[src/rtl/adc_spi_responder_if.sv]
// Pad-side SPI signals plus the parallel channel-data port of the ADC emulator.
interface adc_spi_responder_if;
  logic        adc_cs_n;
  logic        adc_sclk;
  logic        adc_din;
  logic        adc_dout;
  logic [2:0]  chan_addr;
  logic [11:0] chan_data;
  logic [11:0] ctrl_word;
  logic        ctrl_valid;
  logic        frame_err;

  modport slave (
    input  adc_cs_n, adc_sclk, adc_din, chan_data,
    output adc_dout, chan_addr, ctrl_word, ctrl_valid, frame_err
  );

  modport master (
    output adc_cs_n, adc_sclk, adc_din, chan_data,
    input  adc_dout, chan_addr, ctrl_word, ctrl_valid, frame_err
  );
endinterface

[src/rtl/adc_spi_responder.sv]
// AD7928-style SPI responder: shifts {0, addr, sample} out on DOUT and
// captures the 16-bit DIN control frame, all oversampled on the system clock.
module adc_spi_responder #(
  parameter int SYNC_STAGES = 2
) (
  input  logic                i_clock,
  input  logic                i_reset,
  adc_spi_responder_if.slave  bus
);

  typedef enum logic [1:0] {S_IDLE, S_LOAD, S_SHIFT, S_DONE} state_t;

  logic [SYNC_STAGES-1:0] r_cs_sync, r_sclk_sync, r_din_sync, r_live;
  logic                   r_cs_d, r_sclk_d, r_armed;

  logic w_cs, w_sclk, w_din;
  logic w_cs_fall, w_cs_rise, w_sclk_rise, w_sclk_fall;

  state_t      r_state;
  logic [4:0]  r_bit_cnt;
  logic [15:0] r_shift_in, r_shift_out;
  logic        r_dout, r_ctrl_valid, r_frame_err;
  logic [2:0]  r_chan_addr;
  logic [11:0] r_ctrl_word;
  logic [15:0] w_load;

  assign w_cs   = r_cs_sync[SYNC_STAGES-1];
  assign w_sclk = r_sclk_sync[SYNC_STAGES-1];
  assign w_din  = r_din_sync[SYNC_STAGES-1];

  // Synchronizers preset to idle levels; r_live marks when the chain output
  // reflects the pad again, so a CS_N already low at reset exit is not a frame.
  always_ff @(posedge i_clock) begin
    if (i_reset) begin
      r_cs_sync   <= '1;
      r_sclk_sync <= '1;
      r_din_sync  <= '0;
      r_cs_d      <= 1'b1;
      r_sclk_d    <= 1'b1;
      r_live      <= '0;
      r_armed     <= 1'b0;
    end else begin
      r_cs_sync   <= {r_cs_sync[SYNC_STAGES-2:0],   bus.adc_cs_n};
      r_sclk_sync <= {r_sclk_sync[SYNC_STAGES-2:0], bus.adc_sclk};
      r_din_sync  <= {r_din_sync[SYNC_STAGES-2:0],  bus.adc_din};
      r_cs_d      <= w_cs;
      r_sclk_d    <= w_sclk;
      r_live      <= {r_live[SYNC_STAGES-2:0], 1'b1};
      if (r_live[SYNC_STAGES-1] && w_cs)
        r_armed <= 1'b1;
    end
  end

  assign w_cs_fall   = r_armed & r_cs_d & ~w_cs;
  assign w_cs_rise   = ~r_cs_d & w_cs;
  assign w_sclk_rise = ~r_sclk_d & w_sclk;
  assign w_sclk_fall = r_sclk_d & ~w_sclk;

  assign w_load = {1'b0, r_chan_addr, bus.chan_data};

  always_ff @(posedge i_clock) begin
    if (i_reset) begin
      r_state      <= S_IDLE;
      r_bit_cnt    <= '0;
      r_shift_in   <= '0;
      r_shift_out  <= '0;
      r_dout       <= 1'b0;
      r_chan_addr  <= '0;
      r_ctrl_word  <= '0;
      r_ctrl_valid <= 1'b0;
      r_frame_err  <= 1'b0;
    end else begin
      r_ctrl_valid <= 1'b0;
      r_frame_err  <= 1'b0;
      case (r_state)
        S_IDLE: begin
          r_dout <= 1'b0;
          if (w_cs_fall) r_state <= S_LOAD;
        end
        S_LOAD: begin
          r_shift_out <= w_load;
          r_dout      <= w_load[15];
          r_bit_cnt   <= '0;
          r_shift_in  <= '0;
          if (w_cs_rise) begin
            r_frame_err <= 1'b1;
            r_dout      <= 1'b0;
            r_state     <= S_IDLE;
          end else begin
            r_state <= S_SHIFT;
          end
        end
        S_SHIFT: begin
          if (w_cs_fall) begin
            r_frame_err <= 1'b1;
            r_state     <= S_LOAD;
          end else if (w_cs_rise) begin
            r_frame_err <= 1'b1;
            r_dout      <= 1'b0;
            r_state     <= S_IDLE;
          end else if (w_sclk_rise) begin
            r_shift_in <= {r_shift_in[14:0], w_din};
            r_bit_cnt  <= r_bit_cnt + 5'd1;
            if (r_bit_cnt == 5'd15) begin
              r_dout  <= 1'b0;
              r_state <= S_DONE;
            end
          // A fall before the first rise is the master settling, not a bit.
          end else if (w_sclk_fall && r_bit_cnt != 5'd0 && r_bit_cnt < 5'd16) begin
            r_shift_out <= {r_shift_out[14:0], 1'b0};
            r_dout      <= r_shift_out[14];
          end
        end
        S_DONE: begin
          r_dout <= 1'b0;
          if (w_cs_fall) begin
            r_frame_err <= 1'b1;
            r_state     <= S_LOAD;
          end else if (w_cs_rise) begin
            r_ctrl_word  <= r_shift_in[15:4];
            r_ctrl_valid <= 1'b1;
            if (r_shift_in[15]) r_chan_addr <= r_shift_in[12:10];
            r_state <= S_IDLE;
          end
        end
        default: r_state <= S_IDLE;
      endcase
    end
  end

  logic w_unused;
  assign w_unused = ^{r_shift_in[3:0], r_shift_out[15]};

  assign bus.adc_dout   = r_dout;
  assign bus.chan_addr  = r_chan_addr;
  assign bus.ctrl_word  = r_ctrl_word;
  assign bus.ctrl_valid = r_ctrl_valid;
  assign bus.frame_err  = r_frame_err;

endmodule

[src/flat_wrapper.sv]
// flat-port wrapper written by rule: the top's interface ports become plain ports
module adc_spi_responder_flat 
#(
  parameter int SYNC_STAGES = 2
)
  (i_clock, i_reset, bus_adc_cs_n, bus_adc_sclk, bus_adc_din, bus_chan_data, bus_adc_dout, bus_chan_addr, bus_ctrl_word, bus_ctrl_valid, bus_frame_err);
  adc_spi_responder_if bus_i ();
  input  logic i_clock;
  input  logic i_reset;
  input wire logic [$bits(bus_i.adc_cs_n)-1:0] bus_adc_cs_n;
  input wire logic [$bits(bus_i.adc_sclk)-1:0] bus_adc_sclk;
  input wire logic [$bits(bus_i.adc_din)-1:0] bus_adc_din;
  input wire logic [$bits(bus_i.chan_data)-1:0] bus_chan_data;
  output wire logic [$bits(bus_i.adc_dout)-1:0] bus_adc_dout;
  output wire logic [$bits(bus_i.chan_addr)-1:0] bus_chan_addr;
  output wire logic [$bits(bus_i.ctrl_word)-1:0] bus_ctrl_word;
  output wire logic [$bits(bus_i.ctrl_valid)-1:0] bus_ctrl_valid;
  output wire logic [$bits(bus_i.frame_err)-1:0] bus_frame_err;
  assign bus_i.adc_cs_n = bus_adc_cs_n;
  assign bus_i.adc_sclk = bus_adc_sclk;
  assign bus_i.adc_din = bus_adc_din;
  assign bus_i.chan_data = bus_chan_data;
  assign bus_adc_dout = bus_i.adc_dout;
  assign bus_chan_addr = bus_i.chan_addr;
  assign bus_ctrl_word = bus_i.ctrl_word;
  assign bus_ctrl_valid = bus_i.ctrl_valid;
  assign bus_frame_err = bus_i.frame_err;
  adc_spi_responder #(.SYNC_STAGES(SYNC_STAGES)) u_core (.i_clock(i_clock), .i_reset(i_reset), .bus(bus_i));
endmodule
[config.mk]
export PLATFORM = sky130hd
export DESIGN_NAME = adc_spi_responder_flat
export DESIGN_NICKNAME = d
export VERILOG_FILES = /design/src/rtl/adc_spi_responder_if.sv /design/src/rtl/adc_spi_responder.sv /design/src/flat_wrapper.sv
export SDC_FILE = /design/constraint.sdc
export NUM_CORES = 1
export LEC_CHECK = 0
export ABC_CLOCK_PERIOD_IN_PS = 5400
export BUFFER_PORTS_ARGS = -buffer_cell sky130_fd_sc_hd__buf_2
export CORE_ASPECT_RATIO = 1.25
export CORE_MARGIN = 2
export CORE_UTILIZATION = 61
export DETAILED_ROUTE_END_ITERATION = 16
export PLACE_DENSITY = 0.94
export RECOVER_POWER = 25
export SYNTH_ARGS = -nofsm -noshare
export SYNTH_HDL_FRONTEND = slang
export SYNTH_SLANG_ARGS = --single-unit
[constraint.sdc]
create_clock -name i_clock -period 5.4 [get_ports i_clock]
set_input_delay 0.81 -clock i_clock [delete_from_list [all_inputs] [get_ports i_clock]]
set_output_delay 0.81 -clock i_clock [all_outputs]
set_load 0.02 [all_outputs]
==> flow_summary.yaml, run 1 <==
status:
  status: "finished with violations"
  violations: "max-capacitance violations, max-slew violations"
floorplanning:
  num_rows: 27
  die_h_um: 80.4
  die_area_um2: 5230
  start_util: 0.639
  pin_count: 35
  coreArea_um2: 4460
  die_x_um: 65.1
sta:
  hold_viol: 0
  finalSetupViolations: 0
  finalWorstSetupSlack_ns: 1.86
  rsz0062_at_grt: "false"
  clock.fmax_mhz: 283
  drv_slew: 80
  whs_ns: 0.421
  slew_headroom: -0.979
  finalCritPeriodShare: 0.655
  period_minus_slack_ns: 3.54
  fin_setup_tns_ns: 0
  worstMarginPinSlew_ns: 2.97
  clock_skew_ns: 0.0100
place:
  place_hpwl_um: 3560
  io_buffers: 34
  dp_cells: 381
  place_area_um2: 2990
  gp_congestion: 0.861
  pre_cts_ws_ns: 2.39
detailed_routing:
  wire_per_inst_um: 13.8
  dr_total_vias: 2243
  drc_errors: 0
  drt_iter0_drc: 135
  postRouteAntennaNets: 0
  routed_wl_um: 5490
  first_pass_iters: 4
  vias_per_cell: 5.65
cells_and_area:
  synthToLayoutAreaGrowth_pct: 12.5
  drive_gt1_frac: 0.204
  final_common_cell: "dfxtp_1"
  num_antenna_cells: 0
  final_cell_area_um2: 3200
  fin_nets: 354
  stdcell_count: 397
  final_cell_mix: "67 x dfxtp_1, 41 x nand3_1, 37 x a21oi_1"
  postLayoutCoreUtil: 0.719
min_path:
  hold_class: "flip-flop to flip-flop"
critical_path:
  cp_max_fo: 79
  cp-end-kind: "flip-flop"
  crit_chain: "buf_2, clkbuf_1, inv_1, a41o_1"
  worstPathRequired_ns: 5.64
  cp_slowest_stage_delay_ns: 2.09
  start_kind: "input pin"
  arrival_ns: 3.77
  crit_slowest_cell: "clkbuf_1"
  critPathKind: "input pin to flip-flop"
synth:
  ys_ff_latch: 67
  avgSynthCellArea_um2: 9.16
  yosysSeqAreaShare: 0.471
  synth_area_um2: 2850
  synth_area_leaders: "dfxtp_1 47%, nand3_1 7.2%, a21oi_1 6.5%, mux2i_1 5.3%, mux2_4 4.7%"
  syn-num-nets: 331
  synth_cells: 311
  ys_types: 42
  yosysTopAreaCell: "dfxtp_1"
  ys_warn_count: 0
  yosys.area.top_type_share: 0.471
flow_run:
  drv_cap: 1
pwr:
  max-vdd-ir-drop_mv: 0.256
  leakage_nw: 1.20
  power.density_nw_per_um2: 312
  finalPower_mw: 0.998
global_route:
  antenna_found_initial: 0
  globalRouteOverflowTotal: 0
  grt_pass1_wl_um: 9050
  grt_usage: 0.229
  grt_max_degree: 80
  grt_pass1_vias: 2086
clock_tree:
  clk-insertion-delay-late_ns: 0.35
  clk_pin_slew_ns: 0.08
  cts_tree: "done"
  cts.sinks: 67
  h-tree-depth: 3
  hold_buffers: 0
  cts-resized-gates: 0
  cts_setup_buffers: 0
  cts_buffers: 9
  cts-root-buf: "clkbuf_8"
  clockBufferDepth: 2
==> metal layers <==
layer,global-route usage,up-vias,share of wire
met2,0.387,67,0.51
met1,0.258,1049,0.42
met3,0.0630,12,0.056
met4,0.131,0,0.021
met5,0,-,0
li1,-,1115,-
==> Yosys cell counts (all sizes together) <==
cell type  instances
a21oi             37
o2bb2ai            1
buf               12
a22oi              1
o32a               1
and4               1
nor2b             21
and3               1
a2111oi            1
or3                1
or3b               1
a211oi             1
and4b              1
mux2i             15
a41o               2
dfxtp             67
nor3b              2
ha                 3
nand2b             3
and3b              1
clkbuf            11
a21boi             2
nand3b             2
or2                6
nor3               1
nor2              19
mux2              14
o21a               1
a41oi              1
nand4              1
o21ai              3
nand3             41
nand2             31
inv                5
==> where the power goes <==
part | leakage (nW) | internal (mW) | switching (mW)
registers | 0.542 | 0.498 | 0.00243
logic | 0.548 | 0.0129 | 0.0173
clock network | 0.108 | 0.272 | 0.195
total | 1.20 | 0.783 | 0.215
==> critical path: cells and delay by family <==
kind | cells | cell delay [ns]
compound gates | 1 | 0.39
buf+inv | 3 | 2.55
==> layout make-up <==
class / instances / area, um^2
Multi-Input combinational cell: 216 / 1380
Sequential cell: 67 / 1340
Fill cell: 375 / 1250
Timing Repair Buffer: 35 / 166
Clock buffer: 10 / 138
Clock inverter: 6 / 88.8
Tap cell: 58 / 72.6
Inverter: 5 / 18.8
==> cell families after synthesis <==
| kind of cell | count (synthesis) | share of synthesized area |
|---|---|---|
| compound gates | 51 | 0.110 |
| fa+ha+maj | 3 | 0.0132 |
| flops | 67 | 0.471 |
| simple gates | 133 | 0.241 |
| buf+inv | 28 | 0.0448 |
| mux | 29 | 0.120 |
==> sequential cells by signal, indices dropped and copies added, names as in the netlist <==
register	flops
u_core.bus.adc_dout	1
u_core.bus.ctrl_word	12
u_core.r_state	2
u_core.r_live	2
u_core.bus.ctrl_valid	1
u_core.r_shift_out	15
u_core.r_bit_cnt	5
u_core.r_sclk_sync	2
u_core.bus.chan_addr	3
u_core.r_cs_sync	2
u_core.r_din_sync	2
u_core.bus.frame_err	1
u_core.r_sclk_d	1
u_core.r_shift_in	16
u_core.r_cs_d	1
u_core.r_armed	1
==> final timing paths <==
path	start	endpoint	slack, ns	cells after the start
hold / removal	u_core.r_sclk_sync[0]$_SDFF_PP1_	u_core.r_sclk_sync[1]$_SDFF_PP1_	0.42	1
hold reg to reg	u_core.r_sclk_sync[0]$_SDFF_PP1_	u_core.r_sclk_sync[1]$_SDFF_PP1_	0.42	1
setup / recovery	i_reset	u_core.r_bit_cnt[0]$_SDFFE_PP0P_	1.86	4
setup reg to reg	u_core.r_state[1]$_SDFFE_PP0P_	u_core.r_bit_cnt[3]$_SDFFE_PP0P_	2.33	4
(Power assumes the default switching activity.)
==> run 2: changes to the inputs <==
ABC_AREA = 1   (was not set)
ABC_CLOCK_PERIOD_IN_PS = 3700   (was 5400)
CORE_UTILIZATION = 57   (was 61)
PLACE_DENSITY = 0.9   (was 0.94)
clock period = 3.7 ns   (was 5.4 ns; I/O delays follow)
==> run 2 against run 1 <==
Net effect:
- the run now ends clean
- clock power rose by 6.0%
- wire length shrank 7.4%
- core utilization shrank 7.0 points
- via count is 7.1% higher
- global-route usage decreased by 2.6 points
- non-clock buffer count unchanged
- combinational power grew to 3.3 times the previous value
- first-iteration DRC count up 3.7%
- final cell count grew 20%
- die area is 5.7% higher
==> flow_summary.yaml, run 2 <==
cells_and_area:
  multiInputGateArea_um2: 1230
  largest_register: "u_core.r_shift_in"
  final_cell_area_um2: 3090
  stdcell_count: 476
  final_common_cell: "nand2_1"
  num_antenna_cells: 0
  fin_nets: 432
  largest_reg_flops: 16
  drive_gt1_frac: 0.125
  postLayoutCoreUtil: 0.648
  final_cell_mix: "91 x nand2_1, 67 x dfxtp_1, 63 x nor2_1"
  fill_cells: 432
  synthToLayoutAreaGrowth_pct: 9.49
  seq_area_um2: 1340
synth:
  async_reset_ff_frac: 0
  synth_area_um2: 2820
  synth_area_leaders: "dfxtp_1 48%, nand2_1 12%, nor2_1 8.4%, a21oi_1 5.5%, nand3_1 5.1%"
  ys_types: 29
  yosysSeqAreaShare: 0.476
  synth-edff-count: 0
  synth_cells: 388
  avgSynthCellArea_um2: 7.27
  yosys.area.top_type_share: 0.476
  synth_common_cells: "91 x nand2_1, 67 x dfxtp_1, 63 x nor2_1"
  ys_ff_latch: 67
  syn-num-nets: 408
  ys.flop_type: "dfxtp_1"
  ys_warn_count: 0
  yosysMostFrequentCell: "nand2_1"
  yosysTopAreaCell: "dfxtp_1"
critical_path:
  critPathKind: "input pin to flip-flop"
  cp-end-kind: "flip-flop"
  rrSetupSlack_ns: 1.23
  arrival_ns: 2.86
  cp_max_fo: 37
  start_kind: "input pin"
  worstPathRequired_ns: 3.93
pwr:
  max-vdd-ir-drop_mv: 0.294
  finalPower_mw: 1.34
  power.density_nw_per_um2: 435
  leakage_nw: 1.37
detailed_routing:
  vias_per_cell: 5.05
  dr_total_vias: 2402
  postRouteAntennaNets: 0
  routed_wl_um: 5080
  first_pass_iters: 4
  wire_per_inst_um: 10.7
  drt_iter0_drc: 140
  drc_errors: 0
sta:
  rsz0062_at_grt: "false"
  finalSetupViolations: 0
  clock.fmax_mhz: 380
  clock_skew_ns: 0.00596
  fin_setup_tns_ns: 0
  worstMarginPinSlew_ns: 1.47
  period_minus_slack_ns: 2.63
  hold_viol: 0
  slew_headroom: 0.0175
  finalCritPeriodShare: 0.712
  finalWorstSetupSlack_ns: 1.07
  drv_slew: 0
  whs_ns: 0.396
global_route:
  grt_pass1_vias: 2075
  grt_max_degree: 39
  globalRouteOverflowTotal: 0
  grt_pass1_wl_um: 8550
  antenna_found_initial: 0
  grt_usage: 0.203
clock_tree:
  clk-insertion-delay-late_ns: 0.34
  hold_buffers: 0
  clk_pin_slew_ns: 0.07
  cts_buffers: 9
  cts.sinks: 67
  h-tree-depth: 3
  cts_tree: "done"
  clockBufferDepth: 2
  cts-root-buf: "clkbuf_8"
  cts_setup_buffers: 0
  cts-resized-gates: 0
place:
  io_buffers: 34
  gp_congestion: 0.804
  place_hpwl_um: 3350
  pre_cts_ws_ns: 1.27
  dp_cells: 461
  place_area_um2: 2950
floorplanning:
  die_h_um: 82.6
  num_rows: 28
  die_x_um: 66.9
  pin_count: 35
  die_area_um2: 5530
  coreArea_um2: 4760
  start_util: 0.592
flow_run:
  drv_cap: 0
min_path:
  hold_class: "input pin to flip-flop"
status:
  status: "finished, final reports clean"
run 2: cell count changes after synthesis, sizes merged, moves of 15 or more:
cell	previous run	this run
nand2	31	93
nor2	19	72
inv	5	34
nor2b	21	0
o21ai	3	27
mux2i	15	0
run 2: worst paths after layout:
path                                        start                                    to  cells after the start
setup reg to reg   u_core.r_state[0]$_SDFFE_PP0P_   u_core.r_shift_out[10]$_SDFFE_PP0P_                      7
hold reg to reg   u_core.r_din_sync[0]$_SDFF_PP0_       u_core.r_din_sync[1]$_SDFF_PP0_                      2
setup / recovery                          i_reset  u_core.bus.ctrl_word[0]$_SDFFE_PP0P_                      4
hold / removal                       bus_adc_cs_n        u_core.r_cs_sync[0]$_SDFF_PP1_                      2
run 2: critical path: stages:
cell and delay [ns]:
clkbuf_1 1.04, inv_1 0.85, o21ai_0 0.32, nor2_1 0.07
run 2: layout make-up:
cell class              count  area share
multi-input cells         265       0.398
flip-flops and latches     67       0.434
inverters                  34      0.0421
well taps                  60      0.0243
clock buffers              13      0.0450
clock inverters             2     0.00446
repair buffers             35      0.0519
run 2: kinds of logic (layout without fill, tap and decap cells):
group,Yosys count,count (layout),share of synthesized area
xor gates and xnor gates,1,1,0.00311
DFF,67,67,0.476
buffers and inverters,56,84,0.0887
and+or+nand+nor,202,202,0.312
adders and majority gates,3,3,0.0133
AOI/OAI and AO/OA,59,59,0.107
run 2: per-layer routing:
layer	global-route usage	vias up	routed length [um]
li1	-	1267	-
met1	0.236	1078	2310
met2	0.345	47	2460
met3	0.0569	10	208
met4	0.0980	0	97
met5	0	-	0
run 2: power breakdown:
part           internal (mW)  leakage (nW)  switching (mW)  total (mW)
sequential             0.740         0.543         0.00685       0.747
combinational         0.0329         0.749          0.0681       0.101
clock                  0.240        0.0775           0.254       0.495
total                   1.01          1.37           0.329        1.34
